$ cat src/rtl/spi_master_link.sv
// SPI mode-0 initiator for 40-bit frames: 8-bit address then 32 data bits, MSB first.
// Generates chip-select, serial clock and MOSI, and captures the 32 data-phase MISO bits.
module spi_master_link #(
  parameter int CLK_DIV = 4
) (
  input  logic        clk,
  input  logic        reset,
  input  logic        start,
  input  logic [7:0]  addr,
  input  logic [31:0] wdata,
  output logic [31:0] rdata,
  output logic        done,
  output logic        busy,
  output logic        spi_clk,
  output logic        spi_cs,
  output logic        spi_mosi,
  input  logic        spi_miso
);

  localparam int DW = (CLK_DIV < 2) ? 1 : $clog2(CLK_DIV);
  localparam logic [DW-1:0] DIV_LAST = DW'(CLK_DIV - 1);

  generate
    if (CLK_DIV < 2) begin : g_bad_div
      $error("spi_master_link: CLK_DIV must be at least 2");
    end
  endgenerate

  typedef enum logic [2:0] {IDLE, LEAD, SHIFT_HI, SHIFT_LO, TRAIL, GAP} state_t;

  state_t        state_q, state_d;
  logic [DW-1:0] div_q, div_d;
  logic [5:0]    bit_q, bit_d;
  logic [39:0]   tx_q, tx_d;
  logic [39:0]   rx_q, rx_d;
  logic [31:0]   rdata_q, rdata_d;
  logic          done_q, done_d;
  logic          busy_q, busy_d;
  logic          sclk_q, sclk_d;
  logic          cs_q, cs_d;
  logic          mosi_q, mosi_d;
  logic          wrap;

  assign wrap = (div_q == DIV_LAST);

  always_ff @(posedge clk or posedge reset) begin
    if (reset) begin
      state_q <= IDLE;
      div_q   <= '0;
      bit_q   <= '0;
      tx_q    <= '0;
      rx_q    <= '0;
      rdata_q <= '0;
      done_q  <= 1'b0;
      busy_q  <= 1'b0;
      sclk_q  <= 1'b0;
      cs_q    <= 1'b1;
      mosi_q  <= 1'b0;
    end else begin
      state_q <= state_d;
      div_q   <= div_d;
      bit_q   <= bit_d;
      tx_q    <= tx_d;
      rx_q    <= rx_d;
      rdata_q <= rdata_d;
      done_q  <= done_d;
      busy_q  <= busy_d;
      sclk_q  <= sclk_d;
      cs_q    <= cs_d;
      mosi_q  <= mosi_d;
    end
  end

  always_comb begin
    state_d = state_q;
    div_d   = (state_q == IDLE || wrap) ? '0 : div_q + 1'b1;
    bit_d   = bit_q;
    tx_d    = tx_q;
    rx_d    = rx_q;
    rdata_d = rdata_q;
    done_d  = 1'b0;
    busy_d  = busy_q;
    sclk_d  = sclk_q;
    cs_d    = cs_q;
    mosi_d  = mosi_q;
    case (state_q)
      IDLE: begin
        if (start) begin
          state_d = LEAD;
          tx_d    = {addr, wdata};
          mosi_d  = addr[7];
          cs_d    = 1'b0;
          busy_d  = 1'b1;
          bit_d   = '0;
        end
      end
      LEAD: begin
        if (wrap) begin
          state_d = SHIFT_HI;
          sclk_d  = 1'b1;
        end
      end
      SHIFT_HI: begin
        // Sample once, on the first high cycle, half a period after the slave's update.
        if (div_q == '0) rx_d = {rx_q[38:0], spi_miso};
        if (wrap) begin
          state_d = SHIFT_LO;
          sclk_d  = 1'b0;
          if (bit_q != 6'd39) begin
            tx_d   = {tx_q[38:0], 1'b0};
            mosi_d = tx_q[38];
          end
        end
      end
      SHIFT_LO: begin
        if (wrap) begin
          if (bit_q == 6'd39) begin
            state_d = TRAIL;
          end else begin
            bit_d   = bit_q + 6'd1;
            state_d = SHIFT_HI;
            sclk_d  = 1'b1;
          end
        end
      end
      TRAIL: begin
        if (wrap) begin
          state_d = GAP;
          cs_d    = 1'b1;
          mosi_d  = 1'b0;
          done_d  = 1'b1;
          rdata_d = rx_q[31:0];
        end
      end
      GAP: begin
        if (wrap) begin
          state_d = IDLE;
          busy_d  = 1'b0;
        end
      end
      default: state_d = IDLE;
    endcase
  end

  assign rdata    = rdata_q;
  assign done     = done_q;
  assign busy     = busy_q;
  assign spi_clk  = sclk_q;
  assign spi_cs   = cs_q;
  assign spi_mosi = mosi_q;

endmodule

$ cat config.mk
export PLATFORM = sky130hd
export DESIGN_NAME = spi_master_link
export DESIGN_NICKNAME = d
export VERILOG_FILES = /design/src/rtl/spi_master_link.sv
export SDC_FILE = /design/constraint.sdc
export NUM_CORES = 1
export LEC_CHECK = 0
export ABC_AREA = 1
export BUFFER_PORTS_ARGS = -buffer_cell sky130_fd_sc_hd__buf_2
export CORE_ASPECT_RATIO = 1.1
export CORE_MARGIN = 8
export CORE_UTILIZATION = 56
export CTS_BUF_LIST = sky130_fd_sc_hd__clkbuf_16
export DETAILED_ROUTE_END_ITERATION = 8
export PLACE_DENSITY = 0.84
export SLEW_MARGIN = 20
export SYNTH_ARGS = -nofsm -noshare
export SYNTH_HDL_FRONTEND = slang
export SYNTH_SLANG_ARGS = --single-unit
$ cat constraint.sdc
create_clock -name clk -period 4.35 [get_ports clk]
set_clock_uncertainty 0.15 [all_clocks]
set_input_delay 0.6525 -clock clk [delete_from_list [all_inputs] [get_ports clk]]
set_output_delay 0.6525 -clock clk [all_outputs]
set_load 0.005 [all_outputs]
* Word-level counts from Yosys, hierarchy flattened *
Index checks and enable logic that the tools add are counted.

word-level totals
  bits in registers = 119
  output and inout port bits = 37
  word-level logic and storage cells = 79

operators by class
  equal/unequal tests = 16
  reductions and logical operators = 18
  $add $sub $neg = 2
  muxes and demuxes = 32

operator list
  operator               number
  $mux W39               3
  $pmux W39 S2           1
  $mux W3                7
  $mux W6                3
  $pmux W3 S6            1
  $ne A2 B2 Y1 const B   8
  $pmux W6 S2            1
  $mux W1                11
  $reduce_and A5 Y1      2
  $reduce_and A4 Y1      2
  $reduce_bool A2 Y1     4
  $add A6 B1 Y6 const B  1
  $eq A3 B2 Y1 const B   2
  $eq A3 B3 Y1 const B   2
  $eq A6 B6 Y1 const B   1
  $ne A6 B6 Y1 const B   1
  $pmux W1 S3            2
  $reduce_and A3 Y1      2
  $reduce_and A6 Y1      1
  $reduce_bool A3 Y1     2
  $pmux W1 S2            2
  $reduce_and A2 Y1      2
  $eq A3 B1 Y1 const B   1
  $logic_not A3 Y1       1
  5 further kinds        5

* Depth between registers and ports, before layout *
  depth after elaboration = 4
  mapped depth = 11

* Worst setup path before layout *
OpenSTA, ideal clock, no wires.

  path type = flip-flop to flip-flop
  start point = register div_q[0]
  end point = register tx_q[10]
  path slack = 2.634 ns
  setup time = 0.116 ns
  arrival time = 1.450 ns
  buffers on the path = 2
  cell stages (with the launch flop) = 10
  cell sequence = dfrtp_1 -> ha_1 -> inv_1 -> nand3_1 -> nand2_1 -> inv_2 -> buf_2 -> buf_2 -> nand3_1 -> nand2_1

between the ends
  word-level cells in the longest chain between the ends = 3

RTL lines
  what                                RTL line  RTL
  from (decl)                         32        logic [DW-1:0] div_q, div_d;
  from (signal assigned)              61        div_q <= div_d;
  $eq A2 B2 Y1                        44        assign wrap = (div_q == DIV_LAST);
  $ne A2 B2 Y1 (no source line)       -
  $reduce_and A4 Y1 (no source line)  -
  to (signal assigned)                63        tx_q <= tx_d;
  to (decl)                           34        logic [39:0] tx_q, tx_d;

No other way between the ends.
A chain may end at the register's enable or synchronous reset.

* Worst setup path after layout *
  start point = register state_q[1]
  end point = register tx_q[3]

between the ends
  word-level cells in the longest chain between the ends = 3
  elaborated cells on any way between the ends = 8

RTL lines
  what                                                                 RTL line  RTL
  from (decl)                                                          31        state_t state_q, state_d;
  from (signal assigned)                                               60        state_q <= state_d;
  $eq A3 B2 Y1 or $logic_not A3 Y1 (tied branches)                     86        case (state_q)
  $ne A2 B2 Y1 (no source line) or $reduce_bool A2 Y1 (tied branches)  -
  $reduce_and A4 Y1 (no source line)                                   -

Several ways; a longest one is shown, not always the timed one.

==> impl_metrics.env <==
export IMPL_start_kind="flip-flop"
export IMPL_htreeDepth=4
export IMPL_vias=4379
export IMPL_nNetsFinal=776
export IMPL_hold_path_class="in -> async"
export IMPL_vias_per_cell=5.128
export IMPL_reg2reg_from="state_q[1]$_DFFE_PP0P_"
export IMPL_async_reset_ff_frac=1.000
export IMPL_regToRegEndpoint="tx_q[3]$_DFFE_PP0P_"
export IMPL_dpl_cell_count=827
export IMPL_max_freq_mhz=320.2
export IMPL_finalSetupTns_ns=0
export IMPL_core_area_mm2=0.009259
export IMPL_max_cap_violations=0
export IMPL_tightest_slew_ns=0.9313
export IMPL_grt_pass1_wl_um=19950
export IMPL_synth_edf_count=0
export IMPL_startpoint="state_q[1]$_DFFE_PP0P_"
export IMPL_fill_cells=759
export IMPL_yosys_warnings=0
export IMPL_die_area_mm2=0.01273
export IMPL_post_route_drc_count=0
export IMPL_syn_avg_cell_area_um2=7.977
export IMPL_cp_arrival_ns=3.26
export IMPL_grt_antenna_before_repair=0
export IMPL_yosysSeqAreaShare=0.5676
export IMPL_finalCritPeriodShare=0.7179
export IMPL_finalHoldViolations=0
export IMPL_worst_slack_ns=1.227
export IMPL_clk_transition_reported_paths_ns=0.05
export IMPL_ant_nets=0
export IMPL_end_kind="flip-flop"
export IMPL_setup_viol=0
export IMPL_numCtsBuffers=17
export IMPL_stdcell_count=854
export IMPL_num_rows=37
export IMPL_clock_sinks=119
export IMPL_post_cts_buffers=0
export IMPL_synthCells=658
export IMPL_cp_max_fo=41
export IMPL_n_antenna_cell=0
export IMPL_critPathKind="reg -> reg"
export IMPL_drt_pass1_iterations=5
export IMPL_synth_common_cells="nand2_1, dfrtp_1, o21ai_0"
export IMPL_grt_usage=0.1912
export IMPL_power_density_mw_per_mm2=558.0
export IMPL_status="finished clean"
export IMPL_rr_worst_depth=10
export IMPL_relSlewSlack=0.3769
export IMPL_cts_root_buf="clkbuf_16"
export IMPL_synth_top_cell_by_area="dfrtp_1"
export IMPL_drt_iter0_markers=293
export IMPL_endpoint="tx_q[3]$_DFFE_PP0P_"
export IMPL_initial_core_util=0.5669
export IMPL_fin_crit_ns=3.123
export IMPL_vdd_drop_max_v=0.0003076
export IMPL_synth_distinct_cells=24
export IMPL_ys_flop_type="dfrtp_1"
export IMPL_timing_final_max_slew_violations=0
export IMPL_gr_total_overflow=0
export IMPL_r2r_slack_ns=1.23
export IMPL_syn_cell_area_mm2=0.005249
export IMPL_area_growth_pct=18.07
export IMPL_synth_area_top_cells="dfrtp_1, nand2_1, o21ai_0"
export IMPL_cts_buffer_depth=2
export IMPL_clk_latency_ns=0.40
export IMPL_syn_nets=705
export IMPL_grt_max_degree=65
export IMPL_yosysMostFrequentCell="nand2_1"
export IMPL_ios=81
export IMPL_wl_per_cell_um=13.24
export IMPL_grt_pass1_vias=4469
export IMPL_io_buffers=80
export IMPL_synth_top_area_frac=0.5626
export IMPL_post_route_cells_drive_above_1_share=0.1615
export IMPL_required_ns=4.49
export IMPL_total_leakage_power_nw=3.325
export IMPL_die_w_um=108.3
export IMPL_rsz0062_at_grt="false"
export IMPL_place_congestion=0.7922
export IMPL_cts_tree="built"
export IMPL_die_h_um=117.5
export IMPL_synth_seq_cells=119
export IMPL_routed_wl_um=11300
export IMPL_cts_resized=0
export IMPL_place_hpwl_um=7445
export IMPL_hold_buffers=0
export IMPL_dp_slack_ns=1.240
## worst max-delay path: stages (launching register included)
cell,delay (ns)
dfrtp_1,0.44
inv_2,0.06
nor2_2,0.11
nand2_2,0.43
inv_2,0.17
nand2_1,0.10
nand2_2,0.54
nand2_1,0.46
buf_4,0.37
nand2_1,0.10
nand2_1,0.05
## placed cells by master, fill, tap and decap left out, types with 2 or more instances in the layout
master,instances
nor2_2,3
nand2_2,3
clkinv_1,3
o21ai_0,65
a21oi_1,3
nand3_1,46
buf_2,80
nor2_1,18
nor3_1,3
bufinv_16,2
inv_2,4
ha_1,3
inv_1,47
clkbuf_16,17
dfrtp_1,118
clkinv_2,3
buf_4,4
nand2_1,306
## final cells by class
| class | count | area (um^2) | area share |
|---|---|---|---|
| clock buffer | 17 | 425.4 | 0.06865 |
| clock inverter | 10 | 93.84 | 0.01514 |
| inverter | 50 | 190.2 | 0.03069 |
| multi-input combinational | 457 | 1932 | 0.3117 |
| sequential | 119 | 2979 | 0.4807 |
| tap | 117 | 146.4 | 0.02362 |
| timing repair buffer | 84 | 430.4 | 0.06945 |
## cell families after synthesis
kind of cell | Yosys count | synth area share
AOI/OAI and AO/OA | 70 | 0.06770
buffers and inverters | 82 | 0.06484
DFF | 119 | 0.5676
xor gates and xnor gates | 1 | 0.001669
adders and majority gates | 3 | 0.007152
and+or+nand+nor | 383 | 0.2911
## per-stage QoR
step | hold slack, ns | cell area (um^2) | utilization | power [mW]
after floorplan | 0.2794 | 5249 | - | 2.047
after global placement | 0.2946 | 5678 | 0.6132 | 2.176
after detailed placement | 0.3085 | 5678 | 0.6132 | 2.227
after CTS | 0.2402 | 6197 | 0.6693 | 3.485
after global routing | 0.2890 | 6197 | 0.6693 | 3.684
final | 0.2242 | 6197 | 0.6693 | 3.458
## registers in the layout, summed over array words and instances, names as in the netlist, 2 cells and up
name	flops
div_q	2
rdata	32
rx_q	32
bit_q	6
tx_q	39
state_q	3
## where the power goes
part	leakage (nW)	internal, mW	switching [mW]	total [mW]
clock	0.265	0.809	0.441	1.25
combinational	1.48	0.237	0.482	0.719
sequential	1.58	1.35	0.138	1.49
total	3.32	2.40	1.06	3.46
## layer usage
metal,up-vias,routed length (um),global-route usage
met5,-,0,0
met4,0,144,0.06684
met3,17,823,0.06900
met2,155,5555,0.3075
met1,2032,4780,0.2293
li1,2175,-,-
## how the worst min path moves through the flow
stage	to	slack [ns]	startpoint	depth (start not counted)
after detailed placement	tx_q[26]$_DFFE_PP0P_	0.31	tx_q[26]$_DFFE_PP0P_	2
final	rdata[27]$_DFFE_PP0P_	0.22	reset	2
after CTS	rdata[22]$_DFFE_PP0P_	0.24	reset	2
after floorplan	div_q[0]$_DFF_PP0_	0.28	div_q[0]$_DFF_PP0_	1
after global placement	div_q[0]$_DFF_PP0_	0.29	div_q[0]$_DFF_PP0_	1
after global routing	rdata[21]$_DFFE_PP0P_	0.29	reset	2
Power figures use the tool's default switching activity.
